<file path="config.mk">
export PLATFORM = sky130hd
export DESIGN_NAME = ship_ctrl_param
export DESIGN_NICKNAME = d
export VERILOG_FILES = /design/src/rtl/ship_pkg.sv /design/src/rtl/ship_ctrl_param_tick_divider.sv /design/src/rtl/ship_ctrl_param.sv
export SDC_FILE = /design/constraint.sdc
export NUM_CORES = 1
export LEC_CHECK = 0
export ABC_AREA = 1
export CAP_MARGIN = 30
export CORE_MARGIN = 2
export CORE_UTILIZATION = 35
export CTS_BUF_LIST = sky130_fd_sc_hd__clkbuf_4
export CTS_CLUSTER_DIAMETER = 150
export DETAILED_ROUTE_END_ITERATION = 10
export MAX_ROUTING_LAYER = met4
export PLACE_DENSITY = 0.59
export SLEW_MARGIN = 0
export SYNTH_ARGS = -nofsm -noshare
export SYNTH_HDL_FRONTEND = slang
export SYNTH_SLANG_ARGS = --single-unit
export TNS_END_PERCENT = 5
</file>
<file path="constraint.sdc">
create_clock -name clk_36MHz -period 2.1 [get_ports clk_36MHz]
set_input_delay 0.63 -clock clk_36MHz [delete_from_list [all_inputs] [get_ports clk_36MHz]]
set_output_delay 0.63 -clock clk_36MHz [all_outputs]
set_load 0.01 [all_outputs]
</file>
<file path="src/rtl/ship_pkg.sv">
// Shared encodings for the player-cannon controller.
// State codes and sprite column width used across the ship logic.
package ship_pkg;

  typedef enum logic [1:0] {
    IDLE      = 2'd0,
    MOVING    = 2'd1,
    EXPLODING = 2'd2,
    GAME_OVER = 2'd3
  } state_t;

  localparam int unsigned SPRITE_COL_W = 5;

endpackage

</file>
<file path="src/rtl/ship_ctrl_param_tick_divider.sv">
// Enable-gated modulo-N counter with synchronous clear.
// zero is high while the count sits at 0.
module tick_divider #(
  parameter int unsigned N = 2,
  localparam int unsigned W = (N > 1) ? $clog2(N) : 1
) (
  input  logic clk_36MHz,
  input  logic reset,
  input  logic enable,
  input  logic clear,
  output logic zero
);

  localparam logic [W-1:0] LAST = W'(N - 1);

  logic [W-1:0] count;

  always_ff @(posedge clk_36MHz) begin
    if (reset || clear) begin
      count <= '0;
    end else if (enable) begin
      count <= (count == LAST) ? '0 : count + 1'b1;
    end
  end

  assign zero = (count == '0);

endmodule

</file>
<file path="src/rtl/ship_ctrl_param.sv">
// Player-cannon controller: movement with auto-repeat, one-shot fire,
// hit/explosion handling, life counter and game-over.
module ship_ctrl_param
  import ship_pkg::*;
#(
  parameter int unsigned X_W           = SPRITE_COL_W,
  parameter int unsigned X_MAX         = 19,
  parameter int unsigned X_START       = 5,
  parameter int unsigned MOVE_DIV      = 2,
  parameter int unsigned EXPLODE_TICKS = 30,
  parameter int unsigned LIVES         = 3,
  parameter int unsigned LIVES_W       = 2
) (
  input  logic               clk_36MHz,
  input  logic               reset,
  input  logic               enable,
  input  logic               left_debounced,
  input  logic               right_debounced,
  input  logic               fire_debounced,
  input  logic               shot_active,
  input  logic               hit,
  output logic [X_W-1:0]     ship_x,
  output logic               ship_visible,
  output logic               exploding,
  output logic               fire_pulse,
  output logic [LIVES_W-1:0] lives,
  output logic               game_over
);

  localparam int unsigned EXP_W = $clog2(EXPLODE_TICKS + 1);

  localparam logic [X_W-1:0]     XMAX_C  = X_W'(X_MAX);
  localparam logic [X_W-1:0]     XSTRT_C = X_W'(X_START);
  localparam logic [LIVES_W-1:0] LIVES_C = LIVES_W'(LIVES);
  localparam logic [EXP_W-1:0]   EXP_C   = EXP_W'(EXPLODE_TICKS);
  localparam logic [EXP_W-1:0]   EXP_ONE = EXP_W'(1);

  if (X_MAX >= (1 << X_W)) begin : g_xmax_chk
    $error("X_MAX does not fit in X_W bits");
  end
  if (X_START > X_MAX) begin : g_xstart_chk
    $error("X_START beyond X_MAX");
  end
  if (LIVES >= (1 << LIVES_W)) begin : g_lives_chk
    $error("LIVES does not fit in LIVES_W bits");
  end
  if (MOVE_DIV < 1 || EXPLODE_TICKS < 1) begin : g_div_chk
    $error("MOVE_DIV and EXPLODE_TICKS must be >= 1");
  end

  state_t           state;
  logic             fire_prev;
  logic [EXP_W-1:0] exp_cnt;
  logic             held;
  logic             moving;
  logic             div_zero;
  logic             div_clear;

  assign held      = left_debounced ^ right_debounced;
  assign moving    = (state == MOVING);
  // Divider only runs while a single direction is held in MOVING.
  assign div_clear = !moving || hit || !held;

  tick_divider #(
    .N (MOVE_DIV)
  ) u_step_div (
    .clk_36MHz (clk_36MHz),
    .reset     (reset),
    .enable    (enable),
    .clear     (div_clear),
    .zero      (div_zero)
  );

  always_ff @(posedge clk_36MHz) begin
    if (reset) begin
      state        <= IDLE;
      ship_x       <= XSTRT_C;
      lives        <= LIVES_C;
      ship_visible <= 1'b1;
      exploding    <= 1'b0;
      fire_pulse   <= 1'b0;
      game_over    <= 1'b0;
      exp_cnt      <= '0;
      fire_prev    <= 1'b0;
    end else begin
      fire_prev  <= fire_debounced;
      fire_pulse <= 1'b0;
      unique case (state)
        IDLE: begin
          if (enable) state <= MOVING;
        end
        MOVING: begin
          if (hit) begin
            state        <= EXPLODING;
            ship_visible <= 1'b0;
            exploding    <= 1'b1;
            lives        <= (lives == '0) ? '0 : lives - 1'b1;
            exp_cnt      <= EXP_C;
          end else begin
            fire_pulse <= fire_debounced && !fire_prev
                          && !shot_active;
            if (enable && held && div_zero) begin
              if (left_debounced && ship_x != '0)
                ship_x <= ship_x - 1'b1;
              else if (right_debounced && ship_x != XMAX_C)
                ship_x <= ship_x + 1'b1;
            end
          end
        end
        EXPLODING: begin
          if (enable) begin
            exp_cnt <= exp_cnt - 1'b1;
            if (exp_cnt == EXP_ONE) begin
              exploding <= 1'b0;
              if (lives == '0) begin
                state     <= GAME_OVER;
                game_over <= 1'b1;
              end else begin
                state        <= MOVING;
                ship_visible <= 1'b1;
                ship_x       <= XSTRT_C;
              end
            end
          end
        end
        GAME_OVER: begin
          state <= GAME_OVER;
        end
      endcase
    end
  end

endmodule

</file>
==> run summary <==
## Run status
* finished clean — outcome

## Synthesis
* 0 — number of synthesized flops with an enable pin
* sky130_fd_sc_hd__dfxtp_1 — Primary FF master, synth
* 20 — post-synthesis sequential element count
* 31 — Unique masters post-synth
* sky130_fd_sc_hd__dfxtp_1 35%, sky130_fd_sc_hd__nand2_1 12%, sky130_fd_sc_hd__inv_1 6.9%, sky130_fd_sc_hd__ha_1 5.5%, sky130_fd_sc_hd__a21oi_1 5.3% — synth top area cells
* 35.2% — register area share after synthesis
* 0.00114 mm^2 — post-synth design cell area
* 0 — Ys Warns
* 0% — async set-or-reset flop fraction in the synthesized netlist
* 7.24 um^2 — post-synthesis average cell area
* 171 — net count of the mapped netlist
* 35.2% — fraction of post-synthesis cell area in the top cell type by area
* 157 — number of instances in the synthesized netlist
* sky130_fd_sc_hd__dfxtp_1 — library cell with the largest summed area after synthesis

## Worst setup path
* 2.36 ns — CP Data Required Time
* clkdlybuf4s50_1 > nand2_1 > fa_1 > nand3b_1 > nand2_1 > nand3_1 > nand2_1 > nand4_1 > a21oi_2 — CP cell instances
* primary input — kind of start point of the critical path
* register — type of element capturing the critical path
* sky130_fd_sc_hd__clkdlybuf4s50_1 — critical-path cell with the highest stage delay
* 3 — Max Fanout on Critical Path
* in -> reg — kind of critical path
* 2.26 ns — signal arrival time at the worst endpoint
* 0.49 ns — delay of the slowest critical-path stage
* sky130_fd_sc_hd__nand2_1 — CP dominant cell by count
* simple AND/OR/NAND/NOR gates — cell family contributing the most delay on the critical path
* 1 — number of buffers and inverters on the critical path

## GRT
* 4240 um — global-route wire length before repair
* 1034 — number of global-route vias before repair
* 16.1% — Total Routing Usage GR
* 13 — largest net degree at the start of global routing
* 0 — Congestion Overflow GR
* 0 — antenna violations before repair

## Timing
* 0 — count of endpoints failing setup in the final report
* 0.498 GHz — top achievable clock speed
* 0.268 ns — worst slew pin tran
* no — setup repair after global routing missed its margin
* 0 ns — Post-Route Setup TNS
* 0 — final hold vios
* 2.01 ns — Final Critical Period
* 0 — Slew Limit Fails
* 0.0126 ns — worst clock skew
* 82.0% — normalized max-slew margin
* 95.6% — share of the clock period used by the worst path after layout

## Cells and area
* 32.2% — synthesis-to-finish area growth
* 0.00150 mm^2 — final standard cell area without fillers
* 37 x sky130_fd_sc_hd__nand2_1, 20 x sky130_fd_sc_hd__inv_1, 20 x sky130_fd_sc_hd__dfxtp_1 — top library cells by usage in the layout, fill and taps aside
* 17.0% — layout cell share with drive strength beyond 1
* 642 um^2 — combined area of the multi-input logic cells
* 400 um^2 — sequential standard cell area
* 333 — fill count
* 203 — net count of the finished layout
* sky130_fd_sc_hd__nand2_1 — leading cell type in the layout, fill and taps excluded
* 0 — antenna diode count

## Die
* 19 — number of placed I/O pins
* 20 — Site Rows
* 61.0 um — Die W
* 37.0% — effective utilization at floorplan
* 0.00372 mm^2 — DIE AREA
* 61.0 um — Die Ht
* 0.00308 mm^2 — CORE AREA

## Placed design
* 0.839 — routability congestion estimate
* 18 — number of buffer cells added on primary ports
* 2010 um — HPWL after DPL
* 0.00144 mm^2 — placed cell area

## Detailed routing
* 4.78 — average vias per placed instance
* 15 — initial detailed-routing violation count
* 1110 — Via Count
* 5 — DR pass1 iterations
* 2570 um — routed wire length
* 0 — post-route antenna net violation count
* 11.1 um — post-DR wirelength/cell
* 0 — DRC violation count after routing

## Clock network
* 2 — number of buffers on the longest clock path
* built — CTS tree
* 0.32 ns — latest clock arrival within the worst-skew pair
* 0.11 ns — clock transition at the register clock pins on the worst setup and hold paths after CTS
* 20 — number of sinks driven by the clock tree
* sky130_fd_sc_hd__clkbuf_4 — clock root cell
* 1 — H-tree depth
* 3 — number of clock buffers inserted by TritonCTS

## Hold path
* reg -> reg — min-delay worst type

## Power and ir drop
* 772 mW/mm^2 — pwr/cell area
* 31.8% — relative contribution of combinational cells to total power
* 0.000783 W — design internal power
* 27.7% — part of the power in the clock network
* 0.000378 W — switching pwr
* 0.474 mV — worst ir drop on vdd
* 0.662 nW — leakage component of the power
* 40.6% — sequential share of power
* 32.6% — share of total power consumed by net switching

## Flow run
* 0 — number of violations of the max-capacitance limit

-- sequential cells by signal (all words and copies together), names as in the netlist --
name,flops
u_step_div.count,1
exploding,1
ship_x,5
exp_cnt,5
game_over,1
lives,2
state,2
fire_prev,1
ship_visible,1
fire_pulse,1
-- cells by family (layout without fill, tap and decap cells) --
group | count (synthesis) | after routing | share of synthesized area [%]
compound gates | 27 | 27 | 13.1
xor+xnor | 1 | 1 | 0.770
fa+ha+maj | 6 | 6 | 7.26
buf+inv | 27 | 58 | 9.02
flops | 20 | 20 | 35.2
simple gates | 76 | 76 | 34.7
-- worst register-to-register path: stages (launching register included) --
cell	delay [ns]
sky130_fd_sc_hd__dfxtp_1	0.39
sky130_fd_sc_hd__nor2_1	0.17
sky130_fd_sc_hd__nand3_1	0.10
sky130_fd_sc_hd__nand2_1	0.13
sky130_fd_sc_hd__inv_2	0.07
sky130_fd_sc_hd__ha_1	0.35
sky130_fd_sc_hd__a21oi_2	0.18
sky130_fd_sc_hd__nand2_1	0.07
sky130_fd_sc_hd__nand2_1	0.05
sky130_fd_sc_hd__nand2_1	0.05
sky130_fd_sc_hd__inv_1	0.05
sky130_fd_sc_hd__nand4_1	0.09
sky130_fd_sc_hd__a21oi_1	0.13
-- power groups by stage --
stage,clock network [W],logic [W],registers (W)
6_report,0.000321,0.000369,0.000471
5_1_grt,0.000343,0.000417,0.000478
4_1_cts,0.000330,0.000368,0.000471
3_5_place_dp,0,0.000365,0.000480
3_3_place_gp,0,0.000355,0.000477
2_1_floorplan,0,0.000235,0.000478
-- cell usage after synthesis, types with 3 or more instances --
cell                       n
sky130_fd_sc_hd__inv_1    21
sky130_fd_sc_hd__nor2_1    9
sky130_fd_sc_hd__o21ai_0   7
sky130_fd_sc_hd__inv_2     3
sky130_fd_sc_hd__ha_1      5
sky130_fd_sc_hd__nand2_1  37
sky130_fd_sc_hd__a21oi_1  12
sky130_fd_sc_hd__nand3_1  10
sky130_fd_sc_hd__dfxtp_1  20
sky130_fd_sc_hd__nand4_1   4
-- metrics by stage --
stage          hold WS (ns)  total power [W]  std cells  util, %  setup slack, ns
5_1_grt               0.420          0.00124        232     48.9          0.00938
4_1_cts               0.401          0.00117        232     48.6           0.0774
3_3_place_gp          0.382         0.000833        228     46.9           -0.182
2_1_floorplan         0.373         0.000713        157        -            0.338
3_5_place_dp          0.386         0.000846        228     46.9           -0.245
6_report              0.396          0.00116        232     48.9           0.0918
-- metal layers --
layer / track usage, % / vias up / routed length (um)
li1: - / 581 / -
met1: 17.4 / 510 / 1180
met2: 28.1 / 13 / 1260
met3: 4.48 / 6 / 76
met4: 5.59 / 0 / 44
met5: - / - / 0
-- what timing repair did --
| action | CTS | global route |
|---|---|---|
| gates resized for setup | 0 | 3 |
| endpoints found under the setup margin | 0 | 2 |
| buffers inserted | 0 | 0 |
| hold buffers | 0 | 0 |
-- final cells by class --
type / instances / area share (%)
repair buffers: 28 / 17.0
inverters: 26 / 6.57
flip-flops and latches: 20 / 26.6
clock buffers: 3 / 1.50
multi-input cells: 110 / 42.7
well taps: 44 / 3.66
clock inverters: 1 / 2.00
-- final timing paths --
check / from / endpoint / slack, ns / depth (start not counted)
worst max-delay path: left_debounced / ship_x[4]$_SDFFE_PP0P_ / 0.09 / 9
worst min-delay path: fire_prev$_SDFF_PP0_ / fire_pulse$_SDFF_PP0_ / 0.40 / 1
worst max register to register: ship_x[1]$_SDFFE_PP0P_ / ship_x[3]$_SDFFE_PP0P_ / 0.23 / 12
worst min register to register: fire_prev$_SDFF_PP0_ / fire_pulse$_SDFF_PP0_ / 0.40 / 1
Power figures use the tool's default switching activity.
